`src/rtl/mem_req_arbiter_pkg.sv`:
```
// Shared widths, FSM encoding and client ids for the memory request arbiter.
// Also holds the round-robin pick helper used by mem_rr_arb2.
package mem_req_arbiter_pkg;

    // External memory port widths and line size in beats.
    localparam int MEM_ADDR_BITS   = 28;
    localparam int MEM_DATA_BITS   = 128;
    localparam int MEM_TAG_BITS    = 5;
    localparam int MEM_DATA_CYCLES = 4;

    // Arbiter FSM states.
    typedef enum logic [1:0] {
        ST_IDLE  = 2'd0,
        ST_ADDR  = 2'd1,
        ST_WDATA = 2'd2
    } arb_state_t;

    // Client id, which is also the MSB of the external tag.
    typedef enum logic {
        CL_IC = 1'b0,
        CL_DC = 1'b1
    } client_t;

    // Single requester wins; on a tie the client that did not win last
    // time wins. With no requester the previous owner is kept.
    function automatic client_t rr_pick(
        input logic    ic_v,
        input logic    dc_v,
        input client_t last
    );
        client_t pick;
        pick = last;
        unique case (1'b1)
            (ic_v & dc_v):  pick = (last == CL_IC) ? CL_DC : CL_IC;
            (ic_v & ~dc_v): pick = CL_IC;
            (~ic_v & dc_v): pick = CL_DC;
            default:        pick = last;
        endcase
        return pick;
    endfunction

endpackage

```
`src/rtl/mem_rr_arb2.sv`:
```
// Two-way round-robin picker between icache and dcache requests.
// Ports: clk, reset (sync, active-low), ic_valid/dc_valid requests,
// advance (grant consumed), grant_ic/grant_dc one-hot grant, grant_id.
module mem_rr_arb2
    import mem_req_arbiter_pkg::*;
(
    input  logic    clk,
    input  logic    reset,
    input  logic    ic_valid,
    input  logic    dc_valid,
    input  logic    advance,
    output logic    grant_ic,
    output logic    grant_dc,
    output client_t grant_id
);

    client_t last_grant;

    always_comb begin
        grant_id = rr_pick(ic_valid, dc_valid, last_grant);
        grant_ic = ic_valid & (grant_id == CL_IC);
        grant_dc = dc_valid & (grant_id == CL_DC);
    end

    // Starts at DC so the icache wins the first tie after reset.
    always_ff @(posedge clk) begin
        if (!reset) begin
            last_grant <= CL_DC;
        end else if (advance) begin
            last_grant <= grant_id;
        end
    end

endmodule

```
`src/rtl/mem_req_arbiter.sv`:
```
// Merges icache and dcache miss traffic onto one external memory port.
// Ports: ic_req_* / dc_req_* client requests, dc_req_data_* write beats,
// ic/dc_resp_valid + resp_tag/resp_data responses, mem_req_* / mem_resp_*
// external port. clk, reset (synchronous, active-low).
module mem_req_arbiter
    import mem_req_arbiter_pkg::*;
#(
    parameter int ADDR_BITS   = MEM_ADDR_BITS,
    parameter int DATA_BITS   = MEM_DATA_BITS,
    parameter int TAG_BITS    = MEM_TAG_BITS,
    parameter int DATA_CYCLES = MEM_DATA_CYCLES
) (
    input  logic                   clk,
    input  logic                   reset,

    input  logic                   ic_req_valid,
    output logic                   ic_req_ready,
    input  logic [ADDR_BITS-1:0]   ic_req_addr,
    input  logic [TAG_BITS-2:0]    ic_req_tag,

    input  logic                   dc_req_valid,
    output logic                   dc_req_ready,
    input  logic                   dc_req_rw,
    input  logic [ADDR_BITS-1:0]   dc_req_addr,
    input  logic [TAG_BITS-2:0]    dc_req_tag,

    input  logic                   dc_req_data_valid,
    output logic                   dc_req_data_ready,
    input  logic [DATA_BITS-1:0]   dc_req_data_bits,
    input  logic [DATA_BITS/8-1:0] dc_req_data_mask,

    output logic                   ic_resp_valid,
    output logic                   dc_resp_valid,
    output logic [TAG_BITS-2:0]    resp_tag,
    output logic [DATA_BITS-1:0]   resp_data,

    output logic                   mem_req_valid,
    input  logic                   mem_req_ready,
    output logic                   mem_req_rw,
    output logic [ADDR_BITS-1:0]   mem_req_addr,
    output logic [TAG_BITS-1:0]    mem_req_tag,

    output logic                   mem_req_data_valid,
    input  logic                   mem_req_data_ready,
    output logic [DATA_BITS-1:0]   mem_req_data_bits,
    output logic [DATA_BITS/8-1:0] mem_req_data_mask,

    input  logic                   mem_resp_valid,
    input  logic [TAG_BITS-1:0]    mem_resp_tag,
    input  logic [DATA_BITS-1:0]   mem_resp_data
);

    localparam int CNT_W = (DATA_CYCLES > 1) ? $clog2(DATA_CYCLES) : 1;
    localparam logic [CNT_W-1:0] LAST_BEAT = CNT_W'(DATA_CYCLES - 1);

    arb_state_t          state;
    logic [CNT_W-1:0]    beat_cnt;
    logic                req_rw;
    logic [ADDR_BITS-1:0] req_addr;
    logic [TAG_BITS-1:0] req_tag;

    logic    grant_ic;
    logic    grant_dc;
    client_t grant_id;
    logic    in_idle;
    logic    in_addr;
    logic    in_wdata;
    logic    ic_hs;
    logic    dc_hs;
    logic    beat_hs;

    // Every handshake strobe is masked while reset is held low so the
    // block looks idle immediately, not one cycle later.
    assign in_idle  = reset & (state == ST_IDLE);
    assign in_addr  = reset & (state == ST_ADDR);
    assign in_wdata = reset & (state == ST_WDATA);

    mem_rr_arb2 u_arb (
        .clk      (clk),
        .reset    (reset),
        .ic_valid (ic_req_valid),
        .dc_valid (dc_req_valid),
        .advance  (ic_hs | dc_hs),
        .grant_ic (grant_ic),
        .grant_dc (grant_dc),
        .grant_id (grant_id)
    );

    assign ic_req_ready = in_idle & grant_ic;
    assign dc_req_ready = in_idle & grant_dc;
    assign ic_hs        = ic_req_valid & ic_req_ready;
    assign dc_hs        = dc_req_valid & dc_req_ready;

    assign mem_req_valid = in_addr;
    assign mem_req_rw    = req_rw;
    assign mem_req_addr  = req_addr;
    assign mem_req_tag   = req_tag;

    // Write beats flow straight through; only the handshake is gated.
    assign mem_req_data_valid = in_wdata & dc_req_data_valid;
    assign dc_req_data_ready  = in_wdata & mem_req_data_ready;
    assign mem_req_data_bits  = dc_req_data_bits;
    assign mem_req_data_mask  = dc_req_data_mask;
    assign beat_hs = mem_req_data_valid & mem_req_data_ready;

    // Responses are steered by tag MSB, independent of the request FSM.
    assign ic_resp_valid = reset & mem_resp_valid
                         & ~mem_resp_tag[TAG_BITS-1];
    assign dc_resp_valid = reset & mem_resp_valid
                         & mem_resp_tag[TAG_BITS-1];
    assign resp_tag      = mem_resp_tag[TAG_BITS-2:0];
    assign resp_data     = mem_resp_data;

    always_ff @(posedge clk) begin
        if (!reset) begin
            state    <= ST_IDLE;
            beat_cnt <= '0;
            req_rw   <= 1'b0;
            req_addr <= '0;
            req_tag  <= '0;
        end else begin
            unique case (state)
                ST_IDLE: begin
                    // Readies are one-hot, so at most one handshake fires.
                    unique case (1'b1)
                        ic_hs: begin
                            req_rw   <= 1'b0;
                            req_addr <= ic_req_addr;
                            req_tag  <= {grant_id, ic_req_tag};
                            state    <= ST_ADDR;
                        end
                        dc_hs: begin
                            req_rw   <= dc_req_rw;
                            req_addr <= dc_req_addr;
                            req_tag  <= {grant_id, dc_req_tag};
                            state    <= ST_ADDR;
                        end
                        default: begin
                        end
                    endcase
                end
                ST_ADDR: begin
                    if (mem_req_ready) begin
                        state <= req_rw ? ST_WDATA : ST_IDLE;
                    end
                end
                ST_WDATA: begin
                    if (beat_hs) begin
                        if (beat_cnt == LAST_BEAT) begin
                            beat_cnt <= '0;
                            state    <= ST_IDLE;
                        end else begin
                            beat_cnt <= beat_cnt + 1'b1;
                        end
                    end
                end
                default: begin
                    state <= ST_IDLE;
                end
            endcase
        end
    end

endmodule

```
`config.mk`:
```
export PLATFORM = sky130hd
export DESIGN_NAME = mem_req_arbiter
export DESIGN_NICKNAME = d
export VERILOG_FILES = /design/src/rtl/mem_req_arbiter_pkg.sv /design/src/rtl/mem_rr_arb2.sv /design/src/rtl/mem_req_arbiter.sv
export SDC_FILE = /design/constraint.sdc
export NUM_CORES = 1
export LEC_CHECK = 0
export CAP_MARGIN = 20
export CORE_AREA = 2 2 262 264
export DETAILED_ROUTE_END_ITERATION = 10
export DIE_AREA = 0 0 264 266
export SLEW_MARGIN = 20
export SYNTH_ARGS = -nofsm -noshare
export SYNTH_HDL_FRONTEND = slang
export SYNTH_HIERARCHICAL = 1
export SYNTH_SLANG_ARGS = --single-unit
```
`constraint.sdc`:
```
create_clock -name clk -period 3.8 [get_ports clk]
set_clock_uncertainty 0.1 [all_clocks]
set_input_delay 0.76 -clock clk [delete_from_list [all_inputs] [get_ports clk]]
set_output_delay 0.76 -clock clk [all_outputs]
set_load 0.01 [all_outputs]
```
==> impl_metrics.yaml <==
setup_path:
  path_class: "in -> out"
  critPathBufInv: 3
  r2r_start: "u_arb/last_grant"
  start_kind: "input pin"
  ff2ff_setup_slack_ns: 1.42
  worst_path_largest_cell_delay_ns: 0.68
  crit_family: "buffers and inverters"
  cp-end-kind: "output pin"
  cp_max_fo: 10
  slowest_stage: "clkdlybuf4s50_1"
  arrival_ns: 2.38
  cp-startpoint: "reset"
  path_cells: "buf_2, inv_1, nor3b_1, clkdlybuf4s50_1"
  crit_required_ns: 2.94
placement:
  place_inst: 1208
  place.gp.congestion: 0.657
  place.port_buffers: 114
  pre_cts_slack_ns: 0.385
  hpwlAfterDp_um: 22100
yosys:
  yosysUniqueCellTypes: 34
  synthCells: 511
  ys_seq_area_share_pct: 18.3
  syn_nets: 862
  yosysWarnings: 6
  synth_area_per_cell_um2: 8.37
  async_reset_ff_share_pct: 0
  synth_edf_count: 0
  syn_area_mm2: 0.00428
  ys_seq_elements: 39
  synth_ff_type: "dfxtp_1"
die:
  die_w_um: 264
  rows: 96
  fp.coreArea_mm2: 0.0677
  dieArea_mm2: 0.0702
  die_h_um: 266
  initial_utilization_pct: 6.31
  num_io_pins: 667
clock_network:
  cts.repair.resized: 0
  worstSkewPairLatency_ns: 0.31
  cts_hold_buf: 0
  cts_tree: "done"
  htree_levels: 2
  cts_sinks: 39
  cts_buffers: 5
  cts_root_buffer: "clkbuf_16"
  cts.path.max_buffers: 2
  cts.reportedPaths.clkPinSlew_ns: 0.06
  postCtsSetupBuffers: 0
pwr:
  pwr-share-comb_pct: 21.5
  peakVddDrop_uv: 134
  p_leak_nw: 1.49
  p_per_area_mw_per_mm2: 279
  pwr-share-seq_pct: 35.5
  p_int_w: 0.000899
  power_switching_w: 0.000363
  power_frac_clock_pct: 43.0
  switching_share_pct: 28.7
sta:
  holdWs_ns: 0.391
  hold_violations: 0
  period_needed_ns: 3.24
  setup_violations: 0
  setup_tns_ns: 0
  worst_slack_ns: 0.564
  fmax_mhz: 309
  slew_headroom_pct: 54.7
  rsz0062_at_grt: "false"
  finalCritPeriodShare_pct: 85.2
  drv_slew: 0
  tightest_slew_ns: 0.680
grt:
  grt_pass1_vias: 2959
  grtUsageTotal_pct: 7.09
  antenna_found_initial: 1
  grt_max_degree: 65
  overflow: 0
  grt_pass1_wl_um: 31500
detailed_routing:
  final_antenna_net_count: 0
  via_count: 2853
  wl_um: 26100
  wl_per_cell_um: 21.4
  drt-initial-drc-count: 106
  dr.pass1.iters: 5
  viasPerCell: 2.34
  drcViolationCount: 0
run:
  cap_viol_max_count: 0
finish:
  drive_gt1_share_pct: 7.49
  finalNonFillerCells: 1218
  fillers: 7961
  syn_to_final_growth_pct: 5.65
  final_nets: 684
worst_hold_path:
  hold_start: "beat_cnt[0]"
  min_path_type: "reg -> reg"
run_status:
  outcome: "finished, final reports clean"
==> kinds of logic after synthesis <==
group / share of synthesized area, %
fa+ha+maj: 0.293
mux: 0.468
compound gates: 15.0
buf+inv: 52.6
simple gates: 13.4
flops: 18.3
==> cell usage in the layout, fill, tap and decap left out, types with 3 or more instances in the layout <==
cell             instances
clkdlybuf4s50_1        111
dfxtp_1                 39
and3_1                  35
a21boi_0                32
nand3b_1                31
o311a_1                 31
buf_4                    7
nand2_1                  5
clkbuf_16                5
inv_1                    3
a21oi_1                  3
buf_2                    3
==> metal layers <==
layer | track usage, % | vias up | share of wire [%]
li1 | - | 1101 | -
met1 | 4.85 | 1224 | 24
met2 | 11.4 | 415 | 46
met3 | 8.26 | 111 | 25
met4 | 3.58 | 2 | 4.6
met5 | 0 | - | 0.035
==> worst reg2reg max path: stages (launching register included) <==
cell and delay, ns:
dfxtp_1 0.34, a21boi_0 0.16, nor4bb_4 0.35, buf_4 0.49, and2_4 0.62, o311a_1 0.28
==> power by group through the flow <==
| stage | clock network [W] | registers [W] | logic, W |
|---|---|---|---|
| finish | 0.000542 | 0.000448 | 0.000271 |
| floorplan | 0 | 0.000464 | 0.000395 |
| CTS | 0.000577 | 0.000449 | 0.000279 |
| global route | 0.000588 | 0.000452 | 0.000294 |
| detailed placement | 0 | 0.000458 | 0.000277 |
| global placement | 0 | 0.000457 | 0.000273 |
==> synth_stat cells (2+ instances only) <==
cell / n / area [um2]
nand4b_1: 2 / 17.5
buf_4: 278 / 2090
a32o_1: 2 / 20.0
mux2i_1: 2 / 20.0
nand3b_1: 31 / 233
buf_2: 5 / 25.0
nor2_1: 2 / 7.51
a21oi_1: 3 / 15.0
a21boi_0: 32 / 240
buf_6: 5 / 56.3
and3_1: 35 / 219
clkbuf_1: 18 / 67.6
nand2_1: 5 / 18.8
o311a_1: 31 / 310
dfxtp_1: 39 / 781
inv_1: 3 / 11.3
==> through the flow <==
step           utilization [%]  total power (W)  instance area [um2]
6_report                  6.67          0.00126                 4520
5_1_grt                   6.66          0.00133                 4510
4_1_cts                   6.66          0.00130                 4510
3_5_place_dp              6.41         0.000735                 4340
3_3_place_gp              6.41         0.000730                 4340
2_1_floorplan                -         0.000859                 4280
==> cell type report <==
type	instances	area, um2	area share [%]
diodes	2	5.00	0.111
clock buffers	5	125	2.77
clock inverters	3	46.3	1.02
inverters	4	15.0	0.332
multi-input cells	162	1260	28.0
flip-flops and latches	39	781	17.3
well taps	882	1100	24.4
repair buffers	121	1180	26.1
==> sequential cells by signal (all words and copies together) (netlist names) <==
register,cells
mem_req_rw,1
mem_req_tag,5
beat_cnt,2
state,2
mem_req_addr,28
u_arb/last_grant,1
==> worst paths after layout <==
| check | to | cells past startpoint |
|---|---|---|
| setup / recovery | mem_req_valid | 4 |
| hold / removal | beat_cnt[0] | 2 |
| setup reg to reg | mem_req_tag[3] | 5 |
| hold reg to reg | beat_cnt[0] | 2 |
Note: power is estimated with default switching activity, not from simulation.
